$ cat src/rtl/gf16_comp_inv_pipe.sv
// Three-stage valid/ready pipelined inverter over GF((2^4)^2), y^2 + y + LAMBDA, GF(2^4) mod x^4+x+1.
// Define GF16_INV_SELFCHECK_EN to add the x * x^-1 == 1 output check on err.
module gf16_comp_inv_pipe #(
    parameter logic [3:0] LAMBDA = 4'hC,
    parameter int         DATA_W = 8
) (
    input  logic              clk,
    input  logic              rst,
    input  logic              in_valid,
    output logic              in_ready,
    input  logic [DATA_W-1:0] in_data,
    output logic              out_valid,
    input  logic              out_ready,
    output logic [DATA_W-1:0] out_data,
    output logic              err
);

    if (DATA_W != 8) begin : g_bad_width
        $error("gf16_comp_inv_pipe: DATA_W must be 8");
    end

    function automatic logic [3:0] gf_mul(input logic [3:0] a, input logic [3:0] b);
        logic [3:0] p;
        logic [3:0] t;
        p = 4'h0;
        t = a;
        for (int i = 0; i < 4; i++) begin
            if (b[i]) p = p ^ t;
            t = {t[2:0], 1'b0} ^ (t[3] ? 4'h3 : 4'h0);
        end
        return p;
    endfunction

    // a^-1 = a^14 = a^2 * a^4 * a^8; maps 0 to 0 naturally.
    function automatic logic [3:0] gf_inv(input logic [3:0] a);
        logic [3:0] a2;
        logic [3:0] a4;
        logic [3:0] a8;
        a2 = gf_mul(a, a);
        a4 = gf_mul(a2, a2);
        a8 = gf_mul(a4, a4);
        return gf_mul(gf_mul(a2, a4), a8);
    endfunction

    logic [3:0] w_ah0;
    logic [3:0] w_al0;
    logic [3:0] w_d0;
    logic       w_ld1;
    logic       w_ld2;
    logic       w_ld3;

    logic       r_v1;
    logic [3:0] r_ah1;
    logic [3:0] r_al1;
    logic [3:0] r_d1;
    logic       r_v2;
    logic [3:0] r_ah2;
    logic [3:0] r_al2;
    logic [3:0] r_dinv2;
    logic       r_v3;
    logic [3:0] r_out_h;
    logic [3:0] r_out_l;

    assign w_ah0 = in_data[7:4];
    assign w_al0 = in_data[3:0];
    assign w_d0  = gf_mul(gf_mul(LAMBDA, w_ah0), w_ah0) ^ gf_mul(w_ah0, w_al0) ^ gf_mul(w_al0, w_al0);

    // Each stage loads when empty or when its contents move on; chain is combinational from out_ready.
    assign w_ld3    = !r_v3 || out_ready;
    assign w_ld2    = !r_v2 || w_ld3;
    assign w_ld1    = !r_v1 || w_ld2;
    assign in_ready = w_ld1;

`ifdef GF16_INV_SELFCHECK_EN
    logic [7:0] r_x3;
`endif

    always_ff @(posedge clk) begin
        if (rst) begin
            r_v1    <= 1'b0;
            r_ah1   <= 4'h0;
            r_al1   <= 4'h0;
            r_d1    <= 4'h0;
            r_v2    <= 1'b0;
            r_ah2   <= 4'h0;
            r_al2   <= 4'h0;
            r_dinv2 <= 4'h0;
            r_v3    <= 1'b0;
            r_out_h <= 4'h0;
            r_out_l <= 4'h0;
`ifdef GF16_INV_SELFCHECK_EN
            r_x3    <= 8'h00;
`endif
        end else begin
            if (w_ld1) begin
                r_v1 <= in_valid;
                if (in_valid) begin
                    r_ah1 <= w_ah0;
                    r_al1 <= w_al0;
                    r_d1  <= w_d0;
                end
            end
            if (w_ld2) begin
                r_v2 <= r_v1;
                if (r_v1) begin
                    r_ah2   <= r_ah1;
                    r_al2   <= r_al1;
                    r_dinv2 <= gf_inv(r_d1);
                end
            end
            // Data only moves with a valid token, so a stalled output holds steady.
            if (w_ld3) begin
                r_v3 <= r_v2;
                if (r_v2) begin
                    r_out_h <= gf_mul(r_ah2, r_dinv2);
                    r_out_l <= gf_mul(r_ah2 ^ r_al2, r_dinv2);
`ifdef GF16_INV_SELFCHECK_EN
                    r_x3    <= {r_ah2, r_al2};
`endif
                end
            end
        end
    end

    assign out_valid = r_v3;
    assign out_data  = {r_out_h, r_out_l};

`ifdef GF16_INV_SELFCHECK_EN
    // (ah y + al)(bh y + bl) with y^2 = y + LAMBDA.
    function automatic logic [7:0] cf_mul(input logic [7:0] a, input logic [7:0] b);
        logic [3:0] hh;
        hh = gf_mul(a[7:4], b[7:4]);
        return {hh ^ gf_mul(a[7:4], b[3:0]) ^ gf_mul(a[3:0], b[7:4]),
                gf_mul(hh, LAMBDA) ^ gf_mul(a[3:0], b[3:0])};
    endfunction

    logic [7:0] w_prod;
    assign w_prod = cf_mul(r_x3, {r_out_h, r_out_l});
    assign err    = r_v3 && (((r_x3 != 8'h00) && (w_prod != 8'h01)) ||
                             ((r_x3 == 8'h00) && ({r_out_h, r_out_l} != 8'h00)));
`else
    assign err = 1'b0;
`endif

endmodule
$ cat config.mk
export PLATFORM = sky130hd
export DESIGN_NAME = gf16_comp_inv_pipe
export DESIGN_NICKNAME = d
export VERILOG_FILES = /design/src/rtl/gf16_comp_inv_pipe.sv
export SDC_FILE = /design/constraint.sdc
export NUM_CORES = 1
export LEC_CHECK = 0
export CAP_MARGIN = 5
export CORE_UTILIZATION = 45
export CTS_BUF_LIST = sky130_fd_sc_hd__clkbuf_2
export DETAILED_ROUTE_END_ITERATION = 7
export PLACE_DENSITY = 0.74
export SLEW_MARGIN = 20
export SYNTH_ARGS = -nofsm -noshare
export SYNTH_HDL_FRONTEND = slang
export SYNTH_SLANG_ARGS = --single-unit
$ cat constraint.sdc
create_clock -name clk -period 11.5 [get_ports clk]
set_input_delay 3.45 -clock clk [delete_from_list [all_inputs] [get_ports clk]]
set_output_delay 3.45 -clock clk [all_outputs]
set_load 0.05 [all_outputs]
# Yosys cells after proc, flatten, opt, wreduce, memory -nomap -nowiden
# Index checks and enable logic that the tools add are counted.
# totals
register_bits	35
word_cells	229
# classes
mux	146
bitwise_logic	63
reduce_logical	9
# op_table
cell	n
two-way mux 4 bit	118
bitwise XOR 4 bit	33
bitwise XOR 4 x 2 -> 4 bit	27
two-way mux 2 bit	27
AND reduction 2 bit	3
inverter 2 bit	2
zero test 1 bit	3
logical OR 1 bit	3
two-way mux 3 bit	1
inverter 3 bit	1

# Depth between registers and ports, before layout
# Gate-level depths: netlist of run 1.
# logic_depth
word_depth	74
ltp_mapped	18
depth_no_buf	17

# Worst setup path before layout of run 1
# OpenSTA, ideal clock, no wires.
# synth_path
path_type	input to output
start	input port out_ready
end	output port in_ready
arrival_ns	4.237
setup_slack_ns	3.813
cell_stages	3
cell_sequence	nor2b_1 -> nand3_1 -> clkbuf_1
# synth_via
elab_chain_cells	3
# synth_lines
element	line	source
start: declaration	13	input logic out_ready,
logical OR 1 bit	69	assign w_ld3 = !r_v3 || out_ready;
logical OR 1 bit	70	assign w_ld2 = !r_v2 || w_ld3;
logical OR 1 bit	71	assign w_ld1 = !r_v1 || w_ld2;
end: declaration	10	output logic in_ready,
# Every way passes these cells.

# Final worst setup path of run 1
# Same ends and word-level chain as after synthesis.

==> impl_metrics.ini, run 1 <==
[outcome]
status = complete, no violations

[placement]
dp_hpwl_um = 5400
port_buffers = 21
dpl_cell_area_mm2 = 0.00376
place_inst = 581
gp_congestion = 0.870
dp_slack_ps = 2800

[worst_setup_path]
cp_top_family = buffers and inverters
critPathBufInv = 2
setup.worst_path.start_class = primary input
required_ps = 8050
crit_chain = clkdlybuf4s50_1, nor2b_1, nand3_1, clkdlybuf4s50_1
crit_type = primary input to primary output
end_kind = primary output
critical-path-slowest-cell = clkdlybuf4s50_1
critPathMaxFanout = 11
cpMostUsedCell = clkdlybuf4s50_1
slowest_delay_ps = 820
arrival_ps = 5270

[timing]
fmax_ghz = 0.115
tightest_slew_ps = 986
rsz0062_at_grt = false
setup_violations = 0
fin_crit_ps = 8720
setup_ws_ps = 2780
hold_violations = 0
whs_ps = 466
slew_headroom_pct = 34.1
tns_ps = 0
drv_slew = 0
period_share_pct = 75.8
fin_skew_ps = 3.74

[cts]
cts_resized = 0
hold_buffers = 0
cts_buffers = 5
postCtsSetupRepairBufs = 0
clock_latency_ps = 380
cts_tree = yes
root_buffer = clkbuf_2
clk_pin_slew_ps = 180
clock_sinks = 35
cts_buffer_depth = 2
cts_max_level = 2

[die]
start_util_pct = 46.7
row_count = 32
dieArea_mm2 = 0.00839
dieWidth_um = 91.6
die_h_um = 91.6
core-area_mm2 = 0.00773
ios = 23

[global_route]
antenna_found_initial = 0
grt_use_total_pct = 18.6
grt_max_degree = 36
grt_pass1_wl_um = 13000
grt_overflow_total = 0
first_global_vias = 2850

[yosys]
synth_edf_count = 0
synth.avg_cell_area_um2 = 7.24
synth_async_sr_flop_share_pct = 0
synth_cell_types = 70
synthTopCellsByArea = dfxtp_1 (19%), xnor2_1 (14%), nand2_1 (8.4%)
netlist_area_mm2 = 0.00361
synth-seq-area-share_pct = 19.4
synth_nets = 519
synth_ff_type = dfxtp_1
yosys_warnings = 0
synth_cells = 499
ys_seq_elements = 35
synth_area_leader_cell = dfxtp_1
synth_top_area_share_pct = 19.4

[cells_and_area]
final_cell_area_mm2 = 0.00383
final_cells = 588
seq_area_um2 = 701
final_util_pct = 49.5
fin_nets = 506
synthToLayoutAreaGrowth_pct = 5.99
mostFrequentLayoutCells = nand2_1 (81), xnor2_1 (58), nor2_1 (43)
layout-drive-gt1-share_pct = 4.94
multi_input_area_mm2 = 0.00266
fillers = 736
final_common_cell = nand2_1
n_antenna_cell = 0

[power_and_ir_drop]
power_density_mw_per_mm2 = 167
finalPower_mw = 0.637
ir_worst_vdd_uv = 47.9
power_leakage_nw = 1.34

[routing]
dr.first_iter.drc_count = 308
route.vias.total = 3295
drt_pass1_iterations = 5
antenna_left = 0
avgRoutedWirePerCell_um = 12.8
wl_um = 7520
drc = 0
viasPerCell = 5.60

[flow_run]
drv_cap = 0

[worst_hold_path]
min-delay-path-class = register to register
==> worst reg2reg max path, delay by kind of cell (launching register included) <==
| kind | cells | cell delay (ps) |
|---|---|---|
| AND/OR/NAND/NOR | 3 | 520 |
| XOR/XNOR | 5 | 1570 |
| flip-flops | 1 | 580 |
| AO/OA/AOI/OAI | 3 | 710 |
| multiplexers | 1 | 370 |
| adder cells (fa/ha/maj) | 3 | 1280 |
| buffers and inverters | 1 | 140 |
==> report_power, final <==
group,internal (mW),leakage [nW],switching [mW],total (mW)
combinational,0.176,1.01,0.234,0.410
sequential,0.130,0.287,0.0189,0.149
clock,0.0356,0.0350,0.0426,0.0782
==> flip-flops by register name, indices dropped and copies added, names as in the netlist <==
name       cells
out_valid      1
r_ah1          4
r_ah2          4
r_al1          4
r_al2          4
r_d1           4
r_dinv2        4
r_out_h        4
r_out_l        4
r_v1           1
r_v2           1
==> routing by layer <==
metal,part of all wire (%),GRT usage [%]
met3,4.3,2.93
met4,1.8,5.69
met1,47,23.8
met5,0,0
met2,47,31.8
==> cell type report <==
type | count | share of cell area, %
multi-input cells | 409 | 69.5
flip-flops and latches | 35 | 18.3
repair buffers | 23 | 5.88
well taps | 102 | 3.33
inverters | 12 | 1.31
clock inverters | 2 | 0.981
clock buffers | 5 | 0.654
==> cell families after synthesis <==
group	count (synthesis)	synth area share, %
flops	35	19.4
xor+xnor	79	21.5
simple gates	183	22.9
compound gates	126	22.7
buf+inv	55	6.90
fa+ha+maj	8	2.77
other cells	1	0.104
mux	12	3.67
==> final timing paths <==
| kind | endpoint | cells past startpoint | slack [ps] | from |
|---|---|---|---|---|
| setup / recovery | in_ready | 4 | 2780 | out_ready |
| hold / removal | r_ah2[2] | 2 | 470 | r_ah1[2] |
| setup reg to reg | r_dinv2[1] | 16 | 6230 | r_d1[3] |
| hold reg to reg | r_ah2[2] | 2 | 470 | r_ah1[2] |
==> synthesized netlist by cell type (2+ instances only) <==
cell	instances
o311ai_1	3
buf_6	2
dfxtp_1	35
clkbuf_1	30
o211ai_1	5
a21oi_1	42
xor2_4	2
and3_1	2
o21ai_1	3
a211oi_1	13
mux2i_1	11
a211o_1	3
nor3_1	11
o21ai_0	21
nor2b_1	5
a32o_1	2
o31ai_1	3
nand2_1	81
buf_2	6
a22oi_1	7
xnor2_1	58
buf_4	4
nand3b_1	4
ha_1	8
inv_1	9
a221oi_1	2
a21o_1	3
nand4_1	3
o21a_1	2
nand2b_1	5
xor2_1	15
and2_1	2
nand3_1	16
inv_4	2
a31oi_1	2
nor2_1	43
Note: power is estimated with default switching activity, not from simulation.
==> run 2, diff against run 1 <==
--- a/config.mk
+++ b/config.mk
@@ -9,7 +9,7 @@
 export CORE_UTILIZATION = 45
 export CTS_BUF_LIST = sky130_fd_sc_hd__clkbuf_2
 export DETAILED_ROUTE_END_ITERATION = 7
-export PLACE_DENSITY = 0.74
+export PLACE_DENSITY = 0.77
 export SLEW_MARGIN = 20
 export SYNTH_ARGS = -nofsm -noshare
 export SYNTH_HDL_FRONTEND = slang
==> constraint.sdc (replaced) <==
create_clock -name clk -period 7.4 [get_ports clk]
set_input_delay 2.22 -clock clk [delete_from_list [all_inputs] [get_ports clk]]
set_output_delay 2.22 -clock clk [all_outputs]
set_load 0.05 [all_outputs]
==> run 2 against run 1 <==
Effect of this change:
- wire length up 1.6%
- critical endpoint unchanged
- non-clock buffer count unchanged
- clock power up 20%
- via count up 0.58%
- clock skew up 14 ps
- worst setup slack worse by 1700 ps
- total power up 51%
- utilization down 0.23 points
- flip-flop and latch count unchanged
- largest cell class unchanged
==> impl_metrics.ini, run 2 (synthesis results as in run 1) <==
[outcome]
status = complete, no violations

[timing]
tightest_slew_ps = 978
slew_headroom_pct = 34.6
rsz0062_at_grt = false
tns_ps = 0
fin_skew_ps = 18.1
setup_violations = 0
whs_ps = 452
drv_slew = 0
hold_violations = 0
fin_crit_ps = 6280
fmax_ghz = 0.159
setup_ws_ps = 1120
period_share_pct = 84.9

[worst_setup_path]
critPathBufInv = 2
required_ps = 5180
setup.worst_path.start_class = primary input
critical-path-slowest-cell = clkdlybuf4s50_1
end_kind = primary output
arrival_ps = 4060
critPathMaxFanout = 11
slowest_delay_ps = 820
cpMostUsedCell = clkdlybuf4s50_1
crit_chain = clkdlybuf4s50_1, nor2b_1, nand3_1, clkdlybuf4s50_1
cp_top_family = buffers and inverters
crit_type = primary input to primary output

[die]
start_util_pct = 46.7
row_count = 32
core-area_mm2 = 0.00773
die_h_um = 91.6
ios = 23
dieWidth_um = 91.6
dieArea_mm2 = 0.00839

[cts]
postCtsSetupRepairBufs = 0
cts_tree = yes
cts_max_level = 2
clock_sinks = 35
clk_pin_slew_ps = 210
cts_buffers = 5
cts_buffer_depth = 2
clock_latency_ps = 400
cts_resized = 0
hold_buffers = 0
root_buffer = clkbuf_2

[cells_and_area]
seq_area_um2 = 701
final_cells = 589
multi_input_area_mm2 = 0.00266
n_antenna_cell = 0
final_common_cell = nand2_1
fillers = 746
final_cell_area_mm2 = 0.00381
final_util_pct = 49.3
synthToLayoutAreaGrowth_pct = 5.51
layout-drive-gt1-share_pct = 4.93
mostFrequentLayoutCells = nand2_1 (81), xnor2_1 (58), nor2_1 (43)
fin_nets = 506

[worst_hold_path]
min-delay-path-class = register to register

[routing]
wl_um = 7640
drt_pass1_iterations = 7
antenna_left = 0
avgRoutedWirePerCell_um = 13.0
dr.first_iter.drc_count = 313
drc = 0
viasPerCell = 5.63
route.vias.total = 3314

[placement]
place_inst = 581
dp_slack_ps = 1130
gp_congestion = 0.882
port_buffers = 21
dp_hpwl_um = 5500
dpl_cell_area_mm2 = 0.00376

[power_and_ir_drop]
power_density_mw_per_mm2 = 253
finalPower_mw = 0.965
power_leakage_nw = 1.33
ir_worst_vdd_uv = 87.5

[global_route]
grt_pass1_wl_um = 13400
antenna_found_initial = 0
first_global_vias = 3036
grt_max_degree = 36
grt_use_total_pct = 19.0
grt_overflow_total = 0

[flow_run]
drv_cap = 0
run 2: cell count changes in the layout (fill, tap and decap cells not counted), sizes merged:
cell    delta
clkinv     +2
bufinv     -1
run 2: power breakdown:
part	switching [mW]	leakage, nW	internal (mW)
registers	0.0298	0.287	0.202
logic	0.366	1.01	0.274
clock network	0.0711	0.0266	0.0227
run 2: final cells by class:
cell class                      instances  area share, %
Sequential cell                        35           18.4
Tap cell                              102           3.35
Timing Repair Buffer                   23           5.91
Inverter                               12           1.31
Clock inverter                          3          0.525
Multi-Input combinational cell        409           69.9
Clock buffer                            5          0.657
run 2: final timing paths:
| check | from | endpoint | slack, ps | depth (start not counted) |
|---|---|---|---|---|
| max | out_ready | in_ready | 1120 | 4 |
| min | r_al1[1] | r_al2[1] | 450 | 2 |
| max reg2reg | r_d1[3] | r_dinv2[3] | 2160 | 17 |
| min reg2reg | r_al1[1] | r_al2[1] | 450 | 2 |
run 2: worst register-to-register path: stages, from the launching register on:
cell	delay, ps
dfxtp_1	600
ha_1	370
xnor2_2	250
a21o_2	230
xor2_4	400
inv_4	130
ha_1	570
and3_1	310
mux2i_1	370
xnor2_1	170
ha_1	340
nand2_1	60
xor2_1	230
a2111o_1	350
a211oi_1	250
xor2_1	240
xnor2_1	90
a211oi_1	210
run 2: routing by layer:
layer / global-route usage [%] / part of all wire [%] / vias to the layer above
met2: 32.3 / 48 / 82
li1: - / - / 1706
met4: 5.42 / 1.5 / 0
met3: 3.77 / 3.8 / 11
met1: 24.0 / 47 / 1515
met5: 0 / 0 / -
